==> src/rtl/sd_sec_read_arbiter.sv <==
// Shares one SD-card sector-read engine between two requesters.
// Whole-sector transactions are serialised with round-robin fairness; read
// data, valid and end strobes are routed back only to the current owner.
// A watchdog releases the engine if a sector read never completes.
//
//   state | meaning
//   IDLE  | engine free, arbitrate between pending requests
//   GRANT | one port owns the engine, sd_sec_read held high
//   GAP   | one-cycle low on sd_sec_read so the controller sees a new edge
module sd_sec_read_arbiter #(
  parameter logic [31:0] TIMEOUT_CYCLES = 32'd5_000_000
) (
  input  logic        clk,
  input  logic        rst,
  input  logic        sd_init_done,

  input  logic        req0_sec_read,
  input  logic [31:0] req0_sec_read_addr,
  output logic [7:0]  req0_sec_read_data,
  output logic        req0_sec_read_data_valid,
  output logic        req0_sec_read_end,

  input  logic        req1_sec_read,
  input  logic [31:0] req1_sec_read_addr,
  output logic [7:0]  req1_sec_read_data,
  output logic        req1_sec_read_data_valid,
  output logic        req1_sec_read_end,

  output logic        sd_sec_read,
  output logic [31:0] sd_sec_read_addr,
  input  logic [7:0]  sd_sec_read_data,
  input  logic        sd_sec_read_data_valid,
  input  logic        sd_sec_read_end,

  output logic [1:0]  grant,
  output logic        timeout_err
);

  localparam logic [1:0] ST_IDLE  = 2'd0;
  localparam logic [1:0] ST_GRANT = 2'd1;
  localparam logic [1:0] ST_GAP   = 2'd2;

  logic [1:0]  state;
  logic        last_grant;   // index of the port served most recently
  logic [31:0] watchdog;
  logic [1:0]  winner;
  logic        timeout_hit;

  // Round-robin pick: on a tie the port that was not served last wins.
  always_comb begin
    winner = 2'b00;
    if (req0_sec_read && req1_sec_read)
      winner = last_grant ? 2'b01 : 2'b10;
    else if (req0_sec_read)
      winner = 2'b01;
    else if (req1_sec_read)
      winner = 2'b10;
  end

  // Watchdog abort; a real end on the limit cycle takes precedence, and an
  // engine being torn down by sd_init_done never reports a timeout.
  always_comb begin
    timeout_hit = (state == ST_GRANT) && sd_init_done && !sd_sec_read_end &&
                  (watchdog == TIMEOUT_CYCLES - 32'd1);
  end

  assign timeout_err = timeout_hit;

  // Arbitration FSM, engine request, latched address and watchdog.
  always_ff @(posedge clk or posedge rst) begin
    if (rst) begin
      state            <= ST_IDLE;
      last_grant       <= 1'b1;
      watchdog         <= 32'd0;
      sd_sec_read      <= 1'b0;
      sd_sec_read_addr <= 32'd0;
      grant            <= 2'b00;
    end else if (!sd_init_done) begin
      state       <= ST_IDLE;
      sd_sec_read <= 1'b0;
      grant       <= 2'b00;
      watchdog    <= 32'd0;
    end else begin
      case (state)
        ST_IDLE: begin
          if (winner != 2'b00) begin
            state            <= ST_GRANT;
            grant            <= winner;
            sd_sec_read      <= 1'b1;
            sd_sec_read_addr <= winner[1] ? req1_sec_read_addr : req0_sec_read_addr;
            watchdog         <= 32'd0;
          end
        end
        ST_GRANT: begin
          if (sd_sec_read_end || timeout_hit) begin
            state       <= ST_GAP;
            sd_sec_read <= 1'b0;
            grant       <= 2'b00;
            last_grant  <= grant[1];
          end else if (watchdog != 32'hFFFF_FFFF) begin
            watchdog <= watchdog + 32'd1;
          end
        end
        ST_GAP: begin
          state <= ST_IDLE;
        end
        default: begin
          state       <= ST_IDLE;
          sd_sec_read <= 1'b0;
          grant       <= 2'b00;
        end
      endcase
    end
  end

  // Return path, gated so only the owner ever sees engine activity.
  always_comb begin
    req0_sec_read_data       = grant[0] ? sd_sec_read_data : 8'd0;
    req1_sec_read_data       = grant[1] ? sd_sec_read_data : 8'd0;
    req0_sec_read_data_valid = grant[0] & sd_sec_read_data_valid;
    req1_sec_read_data_valid = grant[1] & sd_sec_read_data_valid;
    req0_sec_read_end        = grant[0] & (sd_sec_read_end | timeout_hit);
    req1_sec_read_end        = grant[1] & (sd_sec_read_end | timeout_hit);
  end

endmodule

==> config.mk <==
export PLATFORM = sky130hd
export DESIGN_NAME = sd_sec_read_arbiter
export DESIGN_NICKNAME = d
export VERILOG_FILES = /design/src/rtl/sd_sec_read_arbiter.sv
export SDC_FILE = /design/constraint.sdc
export NUM_CORES = 1
export LEC_CHECK = 0
export ABC_AREA = 1
export BUFFER_PORTS_ARGS = -buffer_cell sky130_fd_sc_hd__buf_2
export CAP_MARGIN = 5
export CORE_ASPECT_RATIO = 1.5
export CORE_MARGIN = 2
export CORE_UTILIZATION = 45
export DETAILED_ROUTE_END_ITERATION = 6
export PLACE_DENSITY = 0.74
export SLEW_MARGIN = 20
export SYNTH_ARGS = -nofsm -noshare
export SYNTH_HDL_FRONTEND = slang
export SYNTH_SLANG_ARGS = --single-unit
==> constraint.sdc <==
create_clock -name clk -period 2.8 [get_ports clk]
set_input_delay 0.28 -clock clk [delete_from_list [all_inputs] [get_ports clk]]
set_output_delay 0.28 -clock clk [all_outputs]
set_load 0.02 [all_outputs]
==> results.yml, run 1 <==
run_status:
  status: "finished, final reports clean"
pwr:
  power.internal_mw: 2.20
  power_density_mw_per_mm2: 600
  p_clk_share_pct: 34.8
  p_leak_nw: 2.91
  p_sw_mw: 1.13
  p_seq_share_pct: 38.7
  pwr-share-comb_pct: 26.5
  peakVddDrop_mv: 0.412
  p_sw_share_pct: 34.0
  p_total_mw: 3.33
global_route:
  top_usage_layer: "met2"
  globalRouteMet2Util_pct: 41.4
  grt_use_met3_pct: 4.62
  grt_pass1_wl_um: 21200
  antenna_found_initial: 0
  use_met1_pct: 29.0
  grt_util_all_layers_pct: 24.2
  grt_overflow: 0
  grt_max_degree: 65
  grt_pass1_vias: 4574
clock_network:
  numCtsBuffers: 9
  post_cts_resized: 0
  cts_num_sinks: 70
  cts_buffer_depth: 2
  clock_latency_ns: 0.34
  clock-root-buffer: "clkbuf_16"
  cts_max_level: 3
  tritoncts: "yes"
  cts_setup_buffers: 0
  clk_pin_slew_ns: 0.06
  cts_hold_repair.buffers: 0
final_layout:
  antennaDiodeCount: 0
  nets: 902
  drive_above_1_share_pct: 21.8
  final_cell_mix: "nand2_1, buf_2, nor2_1"
  area_delta_synth_final_pct: 22.4
  fillCellCount: 958
  postLayoutCellArea_mm2: 0.00555
  layout_commonest_cell: "nand2_1"
detailed_routing:
  first_iter_violations: 266
  firstDrtPassIters: 5
  via_per_inst: 5.13
  vias: 4833
  drtAntennaViolNets: 0
  drc: 0
  wl_um: 12700
  wl_per_cell_um: 13.5
placement:
  portBuffers: 134
  dp_slack_ns: 0.631
  finalWeightedCongestion: 0.965
  hpwl_um: 9710
  placed_area_mm2: 0.00525
setup_path:
  start_kind: "register"
  timing.rr.start: "watchdog[0]$_DFFE_PP0P_"
  cp.arrival_ns: 2.07
  reg2reg_to: "watchdog[8]$_DFFE_PP0P_"
  reg2reg_depth: 12
  end_kind: "output port"
  path_class: "register to output port"
  crit_start: "watchdog[0]$_DFFE_PP0P_"
  crit_required_ns: 2.52
  cp_max_fo: 6
  r2r_setup_slack_ns: 0.61
  crit_end: "req0_sec_read_end"
sta:
  hold_viol_final: 0
  slew_headroom_pct: 41.5
  slew_viol_final: 0
  clock.fmax_ghz: 0.426
  rsz0062_at_grt: "no"
  layout_setup_ws_ns: 0.450
  clock_skew_ns: 0.00565
  period_share_pct: 83.9
  tns_ns: 0
  tightestPinTransition_ns: 0.876
  setup_violations: 0
  min_period_ns: 2.35
synth:
  syn_nets: 777
  synth_edf_count: 0
  yosysWarnings: 0
  async_reset_ff_share_pct: 100
  ys_seq_area_share_pct: 38.7
  synth_flop_cell: "dfrtp_1"
  syn_inst: 697
  ys_seq_elements: 70
  syn_area_mm2: 0.00453
  synth.avg_cell_area_um2: 6.50
  synthDistinctLibCells: 30
floorplan:
  die_w_um: 86.0
  die_height_um: 127
  ios: 135
  start_util_pct: 46.5
  dieArea_mm2: 0.0109
  fp-row-count: 44
  core_mm2: 0.00974
job:
  maxCapViolCount: 0
min_path:
  hold_class: "input pin to asynchronous set/reset pin"
[Yosys cell counts (4+ instances only)]
master	count	area [µm²]
nor2_1	120	450
inv_1	67	251
buf_2	7	35.0
nor2_4	4	45.0
nand2_2	4	25.0
clkbuf_1	15	56.3
nor3_1	10	50.1
a21oi_1	8	40.0
o21ai_0	9	45.0
dfrtp_1	69	1730
nand4_1	4	25.0
nor2_2	5	31.3
xor2_1	9	78.8
nand2_1	261	980
buf_6	6	67.6
a31oi_1	33	206
nand3_1	50	250
[sequential cells by signal, summed over array words and instances (netlist names)]
| signal | flops |
|---|---|
| sd_sec_read_addr | 32 |
| state | 2 |
| grant | 2 |
| sd_sec_read | 1 |
| last_grant | 1 |
| watchdog | 32 |
[power by group through the flow]
stage	registers, mW	clock network (mW)	logic [mW]
after floorplan	1.47	0	0.403
after global placement	1.30	0	0.873
after detailed placement	1.30	0	0.896
after CTS	1.29	1.18	0.891
after global routing	1.31	1.22	0.973
final	1.29	1.16	0.882
[area by class of cell]
cell class,count,area [µm²],area share [%]
Tap cell,115,144,2.59
Multi-Input combinational cell,529,2360,42.5
Timing Repair Buffer,142,731,13.2
Clock buffer,12,246,4.44
Clock inverter,4,55.1,0.992
Inverter,70,263,4.73
Sequential cell,70,1750,31.6
[worst min path at each step]
stage | startpoint | cells past startpoint | slack, ns | endpoint
2_1_floorplan | sd_init_done | 2 | 0.44 | grant[1]$_DFFE_PP0P_
3_3_place_gp | rst | 2 | 0.40 | sd_sec_read_addr[2]$_DFFE_PP0P_
3_5_place_dp | rst | 2 | 0.42 | sd_sec_read_addr[2]$_DFFE_PP0P_
4_1_cts | rst | 2 | 0.06 | sd_sec_read_addr[2]$_DFFE_PP0P_
5_1_grt | rst | 2 | 0.10 | sd_sec_read_addr[2]$_DFFE_PP0P_
6_report | rst | 2 | 0.05 | sd_sec_read_addr[2]$_DFFE_PP0P_
[cell families after synthesis]
family,Yosys count,synth area share [%]
compound gates,54,7.31
flops,70,38.7
fa+ha+maj,1,0.276
buf+inv,98,9.30
simple gates,464,42.5
xor+xnor,10,1.93
[layer usage]
| metal | wire (µm) | part of all wire (%) |
|---|---|---|
| met3 | 743 | 5.9 |
| met4 | 448 | 3.5 |
| met2 | 6420 | 51 |
| met5 | 0 | 0 |
| met1 | 5060 | 40 |
[through the flow]
stage | hold slack (ns) | cells | utilization [%]
2_1_floorplan | 0.435 | 697 | -
3_3_place_gp | 0.403 | 926 | 53.9
3_5_place_dp | 0.422 | 926 | 53.9
4_1_cts | 0.0638 | 942 | 57.0
5_1_grt | 0.101 | 942 | 57.0
6_report | 0.0464 | 942 | 57.0
[critical path: stages, from the launching register on]
cell and delay, ns:
dfrtp_1 0.42, ha_1 0.21, nand2_2 0.10, nor2_4 0.16, nand2_1 0.07, nor3_1 0.22
nand3_1 0.11, inv_1 0.10, nor2_1 0.07, nor2_1 0.09, buf_2 0.18
Power figures use the tool's default switching activity.
==> run 2: changes to the inputs <==
--- a/config.mk
+++ b/config.mk
@@ -12,7 +12,7 @@
 export CORE_MARGIN = 2
 export CORE_UTILIZATION = 45
 export DETAILED_ROUTE_END_ITERATION = 6
-export PLACE_DENSITY = 0.74
+export PLACE_DENSITY = 0.77
 export SLEW_MARGIN = 20
 export SYNTH_ARGS = -nofsm -noshare
 export SYNTH_HDL_FRONTEND = slang
==> constraint.sdc (replaced) <==
create_clock -name clk -period 2 [get_ports clk]
set_input_delay 0.2 -clock clk [delete_from_list [all_inputs] [get_ports clk]]
set_output_delay 0.2 -clock clk [all_outputs]
set_load 0.02 [all_outputs]
==> results.yml, run 2 (synthesized netlist as in run 1, its figures left out) <==
clock_network:
  cts_buffer_depth: 2
  cts_num_sinks: 70
  clk_pin_slew_ns: 0.06
  clock_latency_ns: 0.33
  clock-root-buffer: "clkbuf_16"
  cts_max_level: 3
  numCtsBuffers: 9
  tritoncts: "yes"
detailed_routing:
  via_per_inst: 5.05
  wl_um: 12800
  first_iter_violations: 240
  wl_per_cell_um: 13.3
  drc: 0
  drtAntennaViolNets: 0
  vias: 4856
  firstDrtPassIters: 5
final_layout:
  drive_above_1_share_pct: 25.1
  top_regs: "sd_sec_read_addr x32, watchdog x32"
  post-route-util_pct: 59.1
  nets: 921
  area_delta_synth_final_pct: 27.1
  antennaDiodeCount: 0
  final_cell_mix: "nand2_1, buf_2, nor2_1"
  layout_commonest_cell: "nand2_1"
pwr:
  pwr-share-comb_pct: 28.3
  p_leak_nw: 3.01
  peakVddDrop_mv: 0.754
  p_clk_share_pct: 32.8
  p_seq_share_pct: 38.9
  p_sw_share_pct: 35.5
  power.internal_mw: 2.95
  p_sw_mw: 1.63
  power_density_mw_per_mm2: 795
floorplan:
  die_w_um: 86.0
  start_util_pct: 46.5
  dieArea_mm2: 0.0109
  ios: 135
  core_mm2: 0.00974
  fp-row-count: 44
  die_height_um: 127
setup_path:
  crit_required_ns: 1.80
  timing.rr.start: "watchdog[0]$_DFFE_PP0P_"
  crit_start: "watchdog[0]$_DFFE_PP0P_"
  crit_buf_inv: 2
  path_class: "register to output port"
  max_stage_delay_ns: 0.36
  cp_max_fo: 3
  end_kind: "output port"
  start_kind: "register"
  cp_slowest_cell: "dfrtp_1"
  critPathTopFamily: "simple AND/OR/NAND/NOR gates"
  cp.arrival_ns: 1.82
  cp_cell_sequence: "ha_2 -> nand2_4 -> nor2_4 -> nand2_2 -> nor3_2 -> nand3_1 -> inv_2 -> nor2_2 -> nor2_1 -> buf_4"
sta:
  hold_viol_final: 0
  clock.fmax_ghz: 0.494
  rsz0062_at_grt: "yes"
  period_share_pct: 101
  slew_headroom_pct: 67.2
  setup_violations: 2
  tightestPinTransition_ns: 0.492
  layout_setup_ws_ns: -0.0237
  tns_ns: -0.0431
  clock_skew_ns: 0.00639
  slew_viol_final: 0
  min_period_ns: 2.02
global_route:
  grt_util_all_layers_pct: 23.6
  grt_pass1_wl_um: 20900
  grt_overflow: 0
  antenna_found_initial: 0
  grt_max_degree: 51
  grt_pass1_vias: 4551
placement:
  dp_slack_ns: 0.00545
  finalWeightedCongestion: 0.940
  portBuffers: 134
  hpwl_um: 9240
run_status:
  violations: "negative setup slack"
  status: "finished with violations"
min_path:
  hold_class: "input pin to register"
  hold_start: "req0_sec_read_addr[10]"
job:
  maxCapViolCount: 0
-- run 2: changes by cell type in the layout (fill, tap and decap cells not counted), moves of 3 or more --
cell,before,now
buf_12,0,3
nor3_1,10,7
dfrtp_1,69,65
buf_4,8,24
dfrtp_2,0,4
nor3_2,0,3
-- run 2: metrics by stage --
step	hold slack (ns)	power, mW	instance area (µm²)	instances
floorplan	0.355	2.63	4530	697
finish	0.119	4.58	5760	961
CTS	0.112	4.60	5710	957
global placement	0.257	3.08	5370	937
global route	0.122	4.83	5760	961
detailed placement	0.250	3.09	5370	937
-- run 2: repair_timing --
item	in CTS	in global routing
pin swaps	6	6
endpoints found under the setup margin	7	35
buffers inserted	3	3
hold buffers	1	0
gates cloned	0	1
resized for setup	11	8
hold endpoints to repair	20	0
-- run 2: final timing paths --
check / slack, ns / depth (start not counted) / endpoint
min in group asynchronous: 0.43 / 3 / state[0]$_DFFE_PP0P_
max in group asynchronous: 0.87 / 4 / watchdog[24]$_DFFE_PP0P_
min reg2reg: 0.47 / 2 / sd_sec_read$_DFFE_PP0P_
max: -0.02 / 10 / req1_sec_read_end
max reg2reg: 0.07 / 13 / watchdog[1]$_DFFE_PP0P_
min: 0.12 / 3 / sd_sec_read_addr[10]$_DFFE_PP0P_
-- run 2: metal layers --
layer	GRT usage (%)	vias up	routed length, µm
met5	0	-	0
met4	9.99	0	406
met3	4.23	32	623
met2	40.9	175	6560
met1	28.4	2177	5180
li1	-	2472	-
-- run 2: layout make-up --
type                    instances  area, µm²
clock buffers                  10        229
clock inverters                 6       46.3
fillers                       925       3980
inverters                      70        263
multi-input cells             530       2410
flip-flops and latches         70       1760
well taps                     115        144
repair buffers                160        911
-- run 2: worst register-to-register path: cells and delay by family, from the launching register on --
family | cells | cell delay, ns
adders and majority gates | 1 | 0.21
AOI/OAI and AO/OA | 1 | 0.24
and+or+nand+nor | 8 | 0.63
DFF | 1 | 0.38
buffers and inverters | 3 | 0.36
-- run 2: power by group through the flow --
stage	logic (mW)	clock network [mW]	registers, mW
2_1_floorplan	0.564	0	2.06
3_3_place_gp	1.28	0	1.80
3_5_place_dp	1.29	0	1.80
4_1_cts	1.29	1.52	1.78
5_1_grt	1.43	1.59	1.81
6_report	1.30	1.50	1.78
